<file path="config.mk">
export PLATFORM = sky130hd
export DESIGN_NAME = pipeline_ctrl
export DESIGN_NICKNAME = d
export VERILOG_FILES = /design/src/rtl/rv32i_types.sv /design/src/rtl/pipeline_ctrl_sat_counter.sv /design/src/rtl/pipeline_ctrl.sv
export SDC_FILE = /design/constraint.sdc
export NUM_CORES = 1
export LEC_CHECK = 0
export ABC_AREA = 0
export CORE_ASPECT_RATIO = 1.5
export CORE_MARGIN = 5
export CORE_UTILIZATION = 48
export DETAILED_ROUTE_END_ITERATION = 16
export PLACE_DENSITY = 0.8
export SLEW_MARGIN = 10
export SYNTH_ARGS = -nofsm -noshare
export SYNTH_HDL_FRONTEND = slang
export SYNTH_SLANG_ARGS = --single-unit
</file>
<file path="constraint.sdc">
create_clock -name clk -period 2.95 [get_ports clk]
set_input_delay 0.4425 -clock clk [delete_from_list [all_inputs] [get_ports clk]]
set_output_delay 0.4425 -clock clk [all_outputs]
set_load 0.1 [all_outputs]
</file>
<file path="src/rtl/rv32i_types.sv">
// Shared types for the RV32I pipeline control: controller states, PC redirect
// select encoding and the load-use hazard predicate.
package rv32i_types;

    typedef enum logic {
        RUN      = 1'b0,
        WAIT_MEM = 1'b1
    } ctrl_state_t;

    typedef enum logic [1:0] {
        REDIR_NONE = 2'd0,
        REDIR_JAL  = 2'd1,
        REDIR_EX   = 2'd2
    } redir_sel_t;

    localparam int unsigned CNT_W = 32;

    // x0 never carries a loaded value, so a load to x0 cannot create a hazard.
    function automatic logic load_use_hazard(
        input logic       mem_read,
        input logic [4:0] rd,
        input logic [4:0] rs1,
        input logic [4:0] rs2
    );
        return mem_read && (rd != 5'd0) && ((rd == rs1) || (rd == rs2));
    endfunction

endpackage

</file>
<file path="src/rtl/pipeline_ctrl_sat_counter.sv">
// Saturating up-counter with asynchronous active-low clear and a synchronous
// preload; holds at all-ones instead of wrapping.
module sat_counter
    import rv32i_types::*;
#(
    parameter int unsigned W = CNT_W
) (
    input  logic         clk,
    input  logic         clr_n,
    input  logic         en,
    input  logic         load,
    input  logic [W-1:0] load_value,
    output logic [W-1:0] count
);

    logic [W-1:0] count_reg;

    always_ff @(posedge clk or negedge clr_n) begin
        if (!clr_n) begin
            count_reg <= '0;
        end else if (load) begin
            count_reg <= load_value;
        end else if (en && (count_reg != {W{1'b1}})) begin
            count_reg <= count_reg + 1'b1;
        end
    end

    assign count = count_reg;

endmodule

</file>
<file path="src/rtl/pipeline_ctrl.sv">
// Pipeline hazard/stall controller: freezes on outstanding cache accesses,
// inserts load-use bubbles, and flushes on JAL / EX redirects.
module pipeline_ctrl
    import rv32i_types::*;
(
    input  logic        clk,
    input  logic        rst,
    input  logic        icache_req,
    input  logic        icache_resp,
    input  logic        dcache_req,
    input  logic        dcache_resp,
    input  logic        direct_jump,
    input  logic        br_mispredict,
    input  logic        id_ex_mem_read,
    input  logic [4:0]  id_ex_rd,
    input  logic [4:0]  if_id_rs1,
    input  logic [4:0]  if_id_rs2,
    output logic        load_pc,
    output logic        load_if_id,
    output logic        load_id_ex,
    output logic        load_ex_mem,
    output logic        load_mem_wb,
    output logic        flush_if_id,
    output logic        flush_id_ex,
    output logic [1:0]  redirect_sel,
    output logic        icache_hold,
    output logic        dcache_hold,
    output logic [31:0] stall_count,
    output logic [31:0] flush_count
);

    ctrl_state_t state_reg, state_next;
    logic        i_done_reg, i_done_next;
    logic        d_done_reg, d_done_next;
    logic        mem_stall;
    logic        load_use;
    logic        bubble;
    logic [4:0]  load_vec;
    logic        flush_if_id_next, flush_id_ex_next;
    redir_sel_t  redir;

    // A completed response only counts as "done" until the pipeline moves on.
    assign mem_stall = (icache_req & ~(icache_resp | i_done_reg))
                     | (dcache_req & ~(dcache_resp | d_done_reg));
    assign load_use  = load_use_hazard(id_ex_mem_read, id_ex_rd, if_id_rs1, if_id_rs2);

    always_ff @(posedge clk or negedge rst) begin
        if (!rst) begin
            state_reg  <= RUN;
            i_done_reg <= 1'b0;
            d_done_reg <= 1'b0;
        end else begin
            state_reg  <= state_next;
            i_done_reg <= i_done_next;
            d_done_reg <= d_done_next;
        end
    end

    always_comb begin
        state_next       = state_reg;
        i_done_next      = 1'b0;
        d_done_next      = 1'b0;
        load_vec         = 5'b00000;
        flush_if_id_next = 1'b0;
        flush_id_ex_next = 1'b0;
        redir            = REDIR_NONE;
        bubble           = 1'b0;

        case (state_reg)
            RUN:      if (mem_stall)  state_next = WAIT_MEM;
            WAIT_MEM: if (!mem_stall) state_next = RUN;
            default:  state_next = RUN;
        endcase

        if (mem_stall) begin
            i_done_next = i_done_reg | icache_resp;
            d_done_next = d_done_reg | dcache_resp;
        end

        // Priority: reset, memory freeze, EX redirect, load-use, JAL.
        if (!rst || mem_stall) begin
            load_vec = 5'b00000;
        end else if (br_mispredict) begin
            load_vec         = 5'b11111;
            flush_if_id_next = 1'b1;
            flush_id_ex_next = 1'b1;
            redir            = REDIR_EX;
        end else if (load_use) begin
            load_vec         = 5'b00111;
            flush_id_ex_next = 1'b1;
            bubble           = 1'b1;
        end else if (direct_jump) begin
            load_vec         = 5'b11111;
            flush_if_id_next = 1'b1;
            redir            = REDIR_JAL;
        end else begin
            load_vec = 5'b11111;
        end
    end

    assign {load_pc, load_if_id, load_id_ex, load_ex_mem, load_mem_wb} = load_vec;
    assign flush_if_id  = flush_if_id_next;
    assign flush_id_ex  = flush_id_ex_next;
    assign redirect_sel = redir;
    assign icache_hold  = i_done_reg;
    assign dcache_hold  = d_done_reg;

    sat_counter #(.W(CNT_W)) u_stall_cnt (
        .clk        (clk),
        .clr_n      (rst),
        .en         (mem_stall | bubble),
        .load       (1'b0),
        .load_value ('0),
        .count      (stall_count)
    );

    sat_counter #(.W(CNT_W)) u_flush_cnt (
        .clk        (clk),
        .clr_n      (rst),
        .en         (flush_if_id_next),
        .load       (1'b0),
        .load_value ('0),
        .count      (flush_count)
    );

endmodule

</file>
After elaboration in Yosys (flattened, before gate mapping)
Index checks and enable logic that the tools add are counted.
Widths: inputs -> output; s select.
- reduce and logical (&&, ||, !) cells: 8
- eq/ne operators: 4
- $add $sub $neg: 2
- muxes and demuxes: 18
- bitwise operators: 8
- operators with widths (kind ; number):
    $add 32x1->32 const B ; 2
    $ne 32x32->1 const B ; 2
    $mux 5 ; 3
    $mux 1 ; 13
    $eq 5x5->1 ; 2
    $reduce_bool 5->1 ; 1
    $logic_and 1x1->1 ; 4
    $mux 2 ; 2
    $or 1x1->1 ; 4
    $and 1x1->1 ; 2
    $logic_or 1x1->1 ; 2
    $not 1->1 ; 2
    $logic_not 1->1 ; 1
- flip-flop bits (word level): 66
- output and inout port bits: 75

Longest topological paths before layout
Gate-level depths: netlist of the first run.
- depth in word-level cells: 8
- mapped depth: 8

Modules after synthesis
Synthesis of the first run repeated with hierarchy kept, for this count alone.
- cell total of the unflattened synthesis: 527
- area total of the unflattened synthesis: 4551.9 µm²
- modules (own cells, without submodules) (module ; cells each ; area an instance (µm²) ; times used ; sequential area each (µm²)):
    sat_counter ; 243 ; 2122.0 ; 2 ; 800.8
    pipeline_ctrl ; 41 ; 307.8 ; 1 ; 50.0

Least setup slack after synthesis of the first run
OpenSTA, ideal clock, no wires.
- path type: register -> output
- from: register d_done_reg, in the netlist dcache_hold
- to: output load_pc
- slack: -1.065 ns
- data required time: 2.508 ns
- data arrival time: 3.572 ns
- cell stages (with the launch flop): 6
- cell sequence: dfrtp_1 > nor2_1 > a22oi_1 > nand2_1 > a21oi_1 > buf_4
- cells in the longest elaborated chain, start to end: 6
- RTL lines (element ; RTL line ; RTL):
    start: declaration ; pipeline_ctrl.sv:34 ; logic d_done_reg, d_done_next;
    start signal: assignment ; pipeline_ctrl.sv:55 ; d_done_reg <= d_done_next;
    $or 1x1->1 ; pipeline_ctrl.sv:44 ; | (dcache_req & ~(dcache_resp | d_done_reg));
    $not 1->1 ; pipeline_ctrl.sv:44 ;
    $and 1x1->1 ; pipeline_ctrl.sv:44 ;
    $or 1x1->1 ; pipeline_ctrl.sv:44 ;
    $logic_or 1x1->1 ; pipeline_ctrl.sv:81 ; if (!rst || mem_stall) begin
    $mux 5 ; pipeline_ctrl.sv:81 ;
    end: declaration ; pipeline_ctrl.sv:18 ; output logic load_pc,
No other way between the ends.

Final worst setup path of the first run
- from: input id_ex_rd[2]
- to: output redirect_sel[0]
- cells in the longest elaborated chain, start to end: 6
- RTL lines (element ; RTL line ; RTL):
    start: declaration ; pipeline_ctrl.sv:15 ; input logic [4:0] id_ex_rd,
    $eq 5x5->1 / $reduce_bool 5->1 (equally long branches) ; rv32i_types.sv:25 ; return mem_read && (rd != 5'd0) && ((rd == rs1) || (rd == rs2));
    $logic_or 1x1->1 / $logic_and 1x1->1 (equally long branches) ; rv32i_types.sv:25 ;
    $logic_and 1x1->1 * ; rv32i_types.sv:25 ;
    $mux 1 * ; pipeline_ctrl.sv:88 ; end else if (load_use) begin
    $mux 2 * ; pipeline_ctrl.sv:83 ; end else if (br_mispredict) begin
    $mux 2 * ; pipeline_ctrl.sv:81 ;
    end: declaration ; pipeline_ctrl.sv:25 ; output logic [1:0] redirect_sel,
Every way passes the cells marked *; elsewhere a longest branch is shown, timed or not.

==> results of run 1 <==
## timing repair
item,in CTS,in global routing
hold buffers,0,0
endpoints found under the setup margin,0,1
buffers inserted,0,1
## through the flow
stage | area (um2) | hold slack (ns) | power (mW) | setup TNS (ns) | setup slack (ns)
4_1_cts | 4776 | 0.1187 | 3.091 | 0 | 0.06486
3_5_place_dp | 4581 | 0.4818 | 2.327 | 0 | 0.07648
2_1_floorplan | 3553 | 0.1469 | 2.006 | -0.2602 | -0.1565
6_report | 4808 | 0.1209 | 3.073 | 0 | 0.07766
5_1_grt | 4808 | 0.1338 | 3.200 | 0 | 0.009241
3_3_place_gp | 4581 | 0.4755 | 2.312 | 0 | 0.09355
## worst max-delay path, delay by kind of cell
kind / cells / cell delay [ns]
AND/OR/NAND/NOR: 4 / 1.13
AO/OA/AOI/OAI: 1 / 0.21
buffers and inverters: 2 / 0.64
## metal layers
metal	GRT usage, %	vias to the layer above	part of all wire (%)
li1	-	1461	-
met3	5.251	11	6.6
met1	23.24	1506	40
met4	8.230	0	1.7
met2	35.73	105	52
met5	0	-	0
## power groups by stage
stage               clock, mW  sequential (mW)  combinational [mW]
floorplan                   0             1.73               0.272
global placement            0             1.13                1.18
detailed placement          0             1.13                1.19
CTS                     0.776             1.12                1.20
global route            0.822             1.14                1.24
finish                  0.757             1.12                1.20
## cell type report
class / instances / area share (%)
Inverter: 9 / 0.7806
Sequential cell: 66 / 34.40
Multi-Input combinational cell: 269 / 36.92
Timing Repair Buffer: 110 / 21.23
Clock buffer: 12 / 3.227
Clock inverter: 3 / 0.8327
Tap cell: 100 / 2.602
## Yosys cell counts, types with 3 or more instances
library cell	number
sky130_fd_sc_hd__nand3b_1	3
sky130_fd_sc_hd__nor4_1	8
sky130_fd_sc_hd__inv_1	9
sky130_fd_sc_hd__xor2_1	29
sky130_fd_sc_hd__nand3_1	35
sky130_fd_sc_hd__and3_1	18
sky130_fd_sc_hd__nor3_1	19
sky130_fd_sc_hd__nand4_1	20
sky130_fd_sc_hd__nor2_1	22
sky130_fd_sc_hd__buf_2	3
sky130_fd_sc_hd__buf_4	4
sky130_fd_sc_hd__and2_1	4
sky130_fd_sc_hd__buf_6	3
sky130_fd_sc_hd__nand2_1	30
sky130_fd_sc_hd__and4_1	3
sky130_fd_sc_hd__dfrtp_1	66
sky130_fd_sc_hd__xnor2_1	41
## path summary, 6_finish.rpt
check,from,to,slack [ns]
min in group clk,u_stall_cnt.count[10]$_DFFE_PN0P_,u_stall_cnt.count[10]$_DFFE_PN0P_,0.49
hold reg to reg,u_stall_cnt.count[10]$_DFFE_PN0P_,u_stall_cnt.count[10]$_DFFE_PN0P_,0.49
setup / recovery,id_ex_rd[2],redirect_sel[0],0.08
max in group asynchronous,rst,u_flush_cnt.count[5]$_DFFE_PN0P_,2.20
hold / removal,rst,dcache_hold$_DFF_PN0_,0.12
setup reg to reg,u_stall_cnt.count[22]$_DFFE_PN0P_,u_stall_cnt.count[21]$_DFFE_PN0P_,0.42
## logic make-up (layout without fill, tap and decap cells)
kind of cell,after synthesis,after routing,synth area share [%]
buffers and inverters,21,134,3.393
xor gates and xnor gates,70,70,17.32
DFF,66,66,46.66
AOI/OAI and AO/OA,13,13,2.722
and+or+nand+nor,180,180,27.82
adders and majority gates,2,2,0.7069
muxes,4,4,1.378
==> results.ini, run 1 <==
[logic_synthesis]
synth-seq-area-share_pct = 46.66
ys_top_cells_by_area = sky130_fd_sc_hd__dfrtp_1 47%, sky130_fd_sc_hd__xnor2_1 10%, sky130_fd_sc_hd__xor2_1 7.2%
average_cell_area_after_synthesis_um2 = 9.943
synth-seq-cells = 66
synthFlopType = sky130_fd_sc_hd__dfrtp_1
syn_area_mm2 = 0.003540
synthesis.nets = 382
synthCells = 356
synth.yosys.warnings = 0
fraction_of_post_synthesis_cell_area_in_the_top_cell_type_by_area_pct = 46.66
async_flop_share_pct = 100.0
number_of_enable_flip_flop_cells_after_synthesis = 0
synth_cell_type_count = 47
yosys.area.top_type = sky130_fd_sc_hd__dfrtp_1

[sta]
pins_over_slew_limit = 0
rsz_0062_raised_after_global_routing = no
max_freq_mhz = 348.1
tightest_slew_ns = 0.6609
timing.slew.headroom_pct = 55.94
setup-violations-final = 0
finalWorstPathRequiredPeriod_ns = 2.872
fin_skew_ns = 0.009510
finalHoldViolations = 0
share_of_the_clock_period_used_by_the_worst_path_after_layout_pct = 97.37

[grt]
remaining_overflow_grt = 0
grt_pass1_vias = 3156
grt_pass1_wl_um = 14860
globalRouteTotalUtil_pct = 20.32
grt_max_degree = 52
number_of_antenna_violations_at_the_first_check_in_global_routing = 0

[setup_path]
r2r.worst_path.cells = 7
crit_path_cell_trace = clkdlybuf4s50_1, or4_1, o21a_1, and2_1, nor2_1, and3_2, buf_12
critical_path.max_fanout = 3
worst_ep_arrival_time_ns = 2.43
timing.critical_path.slowest_stage_cell = sky130_fd_sc_hd__or4_1
startpoint_type = input pin
cp-end-kind = output pin
critPathRequiredTime_ns = 2.51
timing.critical_path.slowest_cell_delay_ns = 0.59
timing.setup.critical_path_class = input pin to output pin

[drt]
via_count = 3083
finalWirelength_um = 9081
route.detailed.drc = 0
drtPass1Iterations = 4
vias_per_instance = 5.418
antenna_violating_nets_post_route = 0
initial_detailed_routing_violation_count = 122
wire_per_inst_um = 15.96

[finish]
seq_area_mm2 = 0.001654
layout_commonest_cell = sky130_fd_sc_hd__buf_4
n_fill_cell = 622
final_cell_mix = 76 x sky130_fd_sc_hd__buf_4, 64 x sky130_fd_sc_hd__dfrtp_1, 41 x sky130_fd_sc_hd__xnor2_1, 35 x sky130_fd_sc_hd__nand3_1, 30 x sky130_fd_sc_hd__nand2_1
finish.utilization_pct = 66.53
diodes_inserted = 0
final_net_count = 491
multi_input_comb_area_mm2 = 0.001775
layout-area-overhead-vs-synth_pct = 35.84
post_route_cells_drive_above_1_share_pct = 25.80
layoutNonFillerInstCount = 569

[outcome]
status = finished clean

[placed_design]
place_congestion = 0.8013
place.detailed.hpwl_um = 6837
numPortBuffers = 98
numPlacedInstances = 552

[pwr]
combPwrFrac_pct = 39.0
swShare_pct = 44.28
power_frac_clock_pct = 24.6
total_switching_power_mw = 1.361
share_seq_of_total_power_pct = 36.4
highest_ir_drop_seen_on_vdd_uv = 690.8
internal-power_mw = 1.712
power.static_leakage_nw = 2.220
power-per-cell-area_mw_per_mm2 = 639.1

[clocking]
cts.htree.levels = 3
cts.sink_count = 66
max-clock-path-buffers = 2
cts_repair_resize_count = 0
tritoncts = built
worst_path_clk_slew_ns = 0.07
cts_made_buffers = 9
clk_latency_ns = 0.34
cts.root.buffer_cell = sky130_fd_sc_hd__clkbuf_8

[floorplanning]
start_util_pct = 48.98
die_w_um = 80.12
std_cell_rows = 38
floorplan.core_area_mm2 = 0.007227
die-area_mm2 = 0.009227
ios = 99
fp.dieH_um = 115.2

[min_path]
hp_class = input pin to asynchronous set/reset pin

[run]
max_cap_viol_count = 0

Power figures use the tool's default switching activity.
==> run 2, diff against run 1 <==
--- a/config.mk
+++ b/config.mk
@@ -10,6 +10,7 @@
 export CORE_MARGIN = 5
 export CORE_UTILIZATION = 48
 export DETAILED_ROUTE_END_ITERATION = 16
+export GPL_TIMING_DRIVEN = 0
 export PLACE_DENSITY = 0.8
 export SLEW_MARGIN = 10
 export SYNTH_ARGS = -nofsm -noshare
==> results.ini, run 2 (same netlist as run 1, synthesis figures left out) <==
[outcome]
status = finished clean

[setup_path]
crit_path_cell_trace = clkdlybuf4s50_1, or4_4, o21a_1, and2_1, a21oi_2, buf_4, buf_4
worst_ep_arrival_time_ns = 2.43  ; about the same
timing.setup.critical_path_class = input pin to output pin
timing.critical_path.slowest_cell_delay_ns = 0.58  ; about the same
startpoint_type = input pin
crit_top_cell = sky130_fd_sc_hd__buf_4
critPathRequiredTime_ns = 2.51  ; about the same
critical_path.max_fanout = 3  ; unchanged
timing.critical_path.slowest_stage_cell = sky130_fd_sc_hd__or4_4
cp-end-kind = output pin
crit_path_buffers_inverters = 3  ; +1
timing.critical_path.max_delay_family = buffers and inverters

[finish]
layout_commonest_cell = sky130_fd_sc_hd__clkdlybuf4s50_1
final_net_count = 494  ; +0.61%
final_cell_mix = 88 x sky130_fd_sc_hd__clkdlybuf4s50_1, 64 x sky130_fd_sc_hd__dfrtp_1, 41 x sky130_fd_sc_hd__xnor2_1, 35 x sky130_fd_sc_hd__nand3_1, 30 x sky130_fd_sc_hd__nand2_1
layout-area-overhead-vs-synth_pct = 39.31
diodes_inserted = 0  ; unchanged
n_fill_cell = 609  ; -2.1%
finish.instance_area_mm2 = 0.004931  ; +2.6%
post_route_cells_drive_above_1_share_pct = 12.05  ; -14 points
finish.utilization_pct = 68.23  ; +1.7 points

[placed_design]
post_dp_cell_area_mm2 = 0.004684  ; +2.3%
place_congestion = 0.9145  ; +14%
place.detailed.hpwl_um = 6860  ; +0.33%
numPortBuffers = 98  ; unchanged

[drt]
finalWirelength_um = 9338  ; +2.8%
wire_per_inst_um = 16.30  ; +2.1%
route.detailed.drc = 0  ; unchanged
initial_detailed_routing_violation_count = 144  ; +18%
vias_per_instance = 5.405  ; -0.25%
via_count = 3097  ; +0.45%
antenna_violating_nets_post_route = 0  ; unchanged
drtPass1Iterations = 4  ; unchanged

[grt]
grt_util_met1_pct = 23.09  ; -0.15 points
grt_max_degree = 62  ; +19%
grt_pass1_wl_um = 15150  ; +1.9%
remaining_overflow_grt = 0  ; unchanged
globalRouteTotalUtil_pct = 21.01  ; +0.69 points
global_route.peak_usage_layer = met2
met2_usage_pct = 37.17  ; +1.4 points
number_of_antenna_violations_at_the_first_check_in_global_routing = 0  ; unchanged
grt_pass1_vias = 3203  ; +1.5%
use_met3_pct = 5.643  ; +0.39 points

[sta]
fin_skew_ns = 0.009193  ; -0.0003161 ns
share_of_the_clock_period_used_by_the_worst_path_after_layout_pct = 97.54  ; +0.17 points
finalWorstPathRequiredPeriod_ns = 2.877  ; +0.005067 ns
fin_tns_setup_ns = 0  ; unchanged
timing.slew.headroom_pct = 32.12  ; -24 points
pins_over_slew_limit = 0  ; unchanged
finalHoldViolations = 0  ; unchanged
tightest_slew_ns = 1.015  ; +0.3542 ns
max_freq_mhz = 347.5  ; -0.18%
rsz_0062_raised_after_global_routing = yes
setup-violations-final = 0  ; unchanged

[min_path]
hp_class = input pin to asynchronous set/reset pin

[floorplanning]
die_w_um = 80.12  ; unchanged
floorplan.core_area_mm2 = 0.007227  ; unchanged
ios = 99  ; unchanged
fp.dieH_um = 115.2  ; unchanged
start_util_pct = 48.98  ; unchanged
std_cell_rows = 38  ; unchanged
die-area_mm2 = 0.009227  ; unchanged

[clocking]
cts.sink_count = 66  ; unchanged
cts.root.buffer_cell = sky130_fd_sc_hd__clkbuf_8
cts.htree.levels = 3  ; unchanged
tritoncts = built
clk_latency_ns = 0.34  ; about the same
max-clock-path-buffers = 2  ; unchanged
worst_path_clk_slew_ns = 0.07  ; about the same
cts_made_buffers = 9  ; unchanged

[pwr]
power-per-cell-area_mw_per_mm2 = 635.6  ; -0.53%
highest_ir_drop_seen_on_vdd_uv = 810.2  ; +17%
power.static_leakage_nw = 2.094  ; -5.7%

[run]
max_cap_viol_count = 0  ; unchanged

-- run 2: area by class of cell --
| class | instances | area, um2 | area share [%] |
|---|---|---|---|
| Clock inverter | 2 | 35.03 | 0.7105 |
| Inverter | 9 | 37.54 | 0.7612 |
| Timing Repair Buffer | 101 | 1028 | 20.86 |
| Sequential cell | 66 | 1654 | 33.54 |
| Clock buffer | 14 | 172.7 | 3.502 |
| Tap cell | 100 | 125.1 | 2.537 |
| Multi-Input combinational cell | 269 | 1785 | 36.21 |
| Buffer | 12 | 92.59 | 1.878 |
-- run 2: worst reg2reg max path: cells and delay by family, from the launching register on --
family | cells | cell delay [ns]
multiplexers | 1 | 0.30
AO/OA/AOI/OAI | 1 | 0.16
AND/OR/NAND/NOR | 3 | 1.23
flip-flops | 1 | 0.43
buffers and inverters | 1 | 0.20
-- run 2: per-stage QoR --
stage          instances  power (mW)  setup WS (ns)  hold slack (ns)
6_report             573       3.134        0.07259          0.07975
3_5_place_dp         555       2.342         -1.053           0.2951
2_1_floorplan        356       2.006        -0.1565           0.1469
5_1_grt              573       3.251      -0.002294          0.08916
3_3_place_gp         554       2.323         -2.928           0.4724
4_1_cts              572       3.149       0.002638          0.08637
-- run 2: worst paths after layout --
kind                                                         from                                end  slack [ns]  cells after the start
worst max-delay path                                  id_ex_rd[1]                            load_pc        0.07                      7
worst min-delay path                                          rst  u_flush_cnt.count[15]$_DFFE_PN0P_        0.08                      2
worst max register to register  u_stall_cnt.count[23]$_DFFE_PN0P_   u_stall_cnt.count[1]$_DFFE_PN0P_        0.50                      6
worst min register to register  u_stall_cnt.count[10]$_DFFE_PN0P_  u_stall_cnt.count[10]$_DFFE_PN0P_        0.48                      1
max in group asynchronous                                     rst              dcache_hold$_DFF_PN0_        2.01                      2
min in group clk                u_stall_cnt.count[10]$_DFFE_PN0P_  u_stall_cnt.count[10]$_DFFE_PN0P_        0.48                      1
-- run 2: layer usage --
| metal | vias up | routed length (um) | part of all wire (%) |
|---|---|---|---|
| li1 | 1466 | - | - |
| met1 | 1492 | 3606 | 39 |
| met2 | 118 | 4848 | 52 |
| met3 | 21 | 639 | 6.8 |
| met4 | 0 | 244 | 2.6 |
| met5 | - | 0 | 0 |
-- run 2: power by group --
group | leakage (nW) | switching [mW] | total (mW) | internal [mW]
Sequential | 0.883 | 0.131 | 1.12 | 0.991
Clock | 0.107 | 0.338 | 0.798 | 0.460
Combinational | 1.10 | 0.906 | 1.21 | 0.308
Total | 2.09 | 1.38 | 3.13 | 1.76
-- run 2: repair_timing --
action,4_1_cts,5_1_grt
endpoints found under the setup margin,9,6
resized for setup,49,7
hold buffers,1,0
setup buffers,0,1
gates cloned,0,0
endpoints found under the hold margin,9,0
pin swaps,1,1
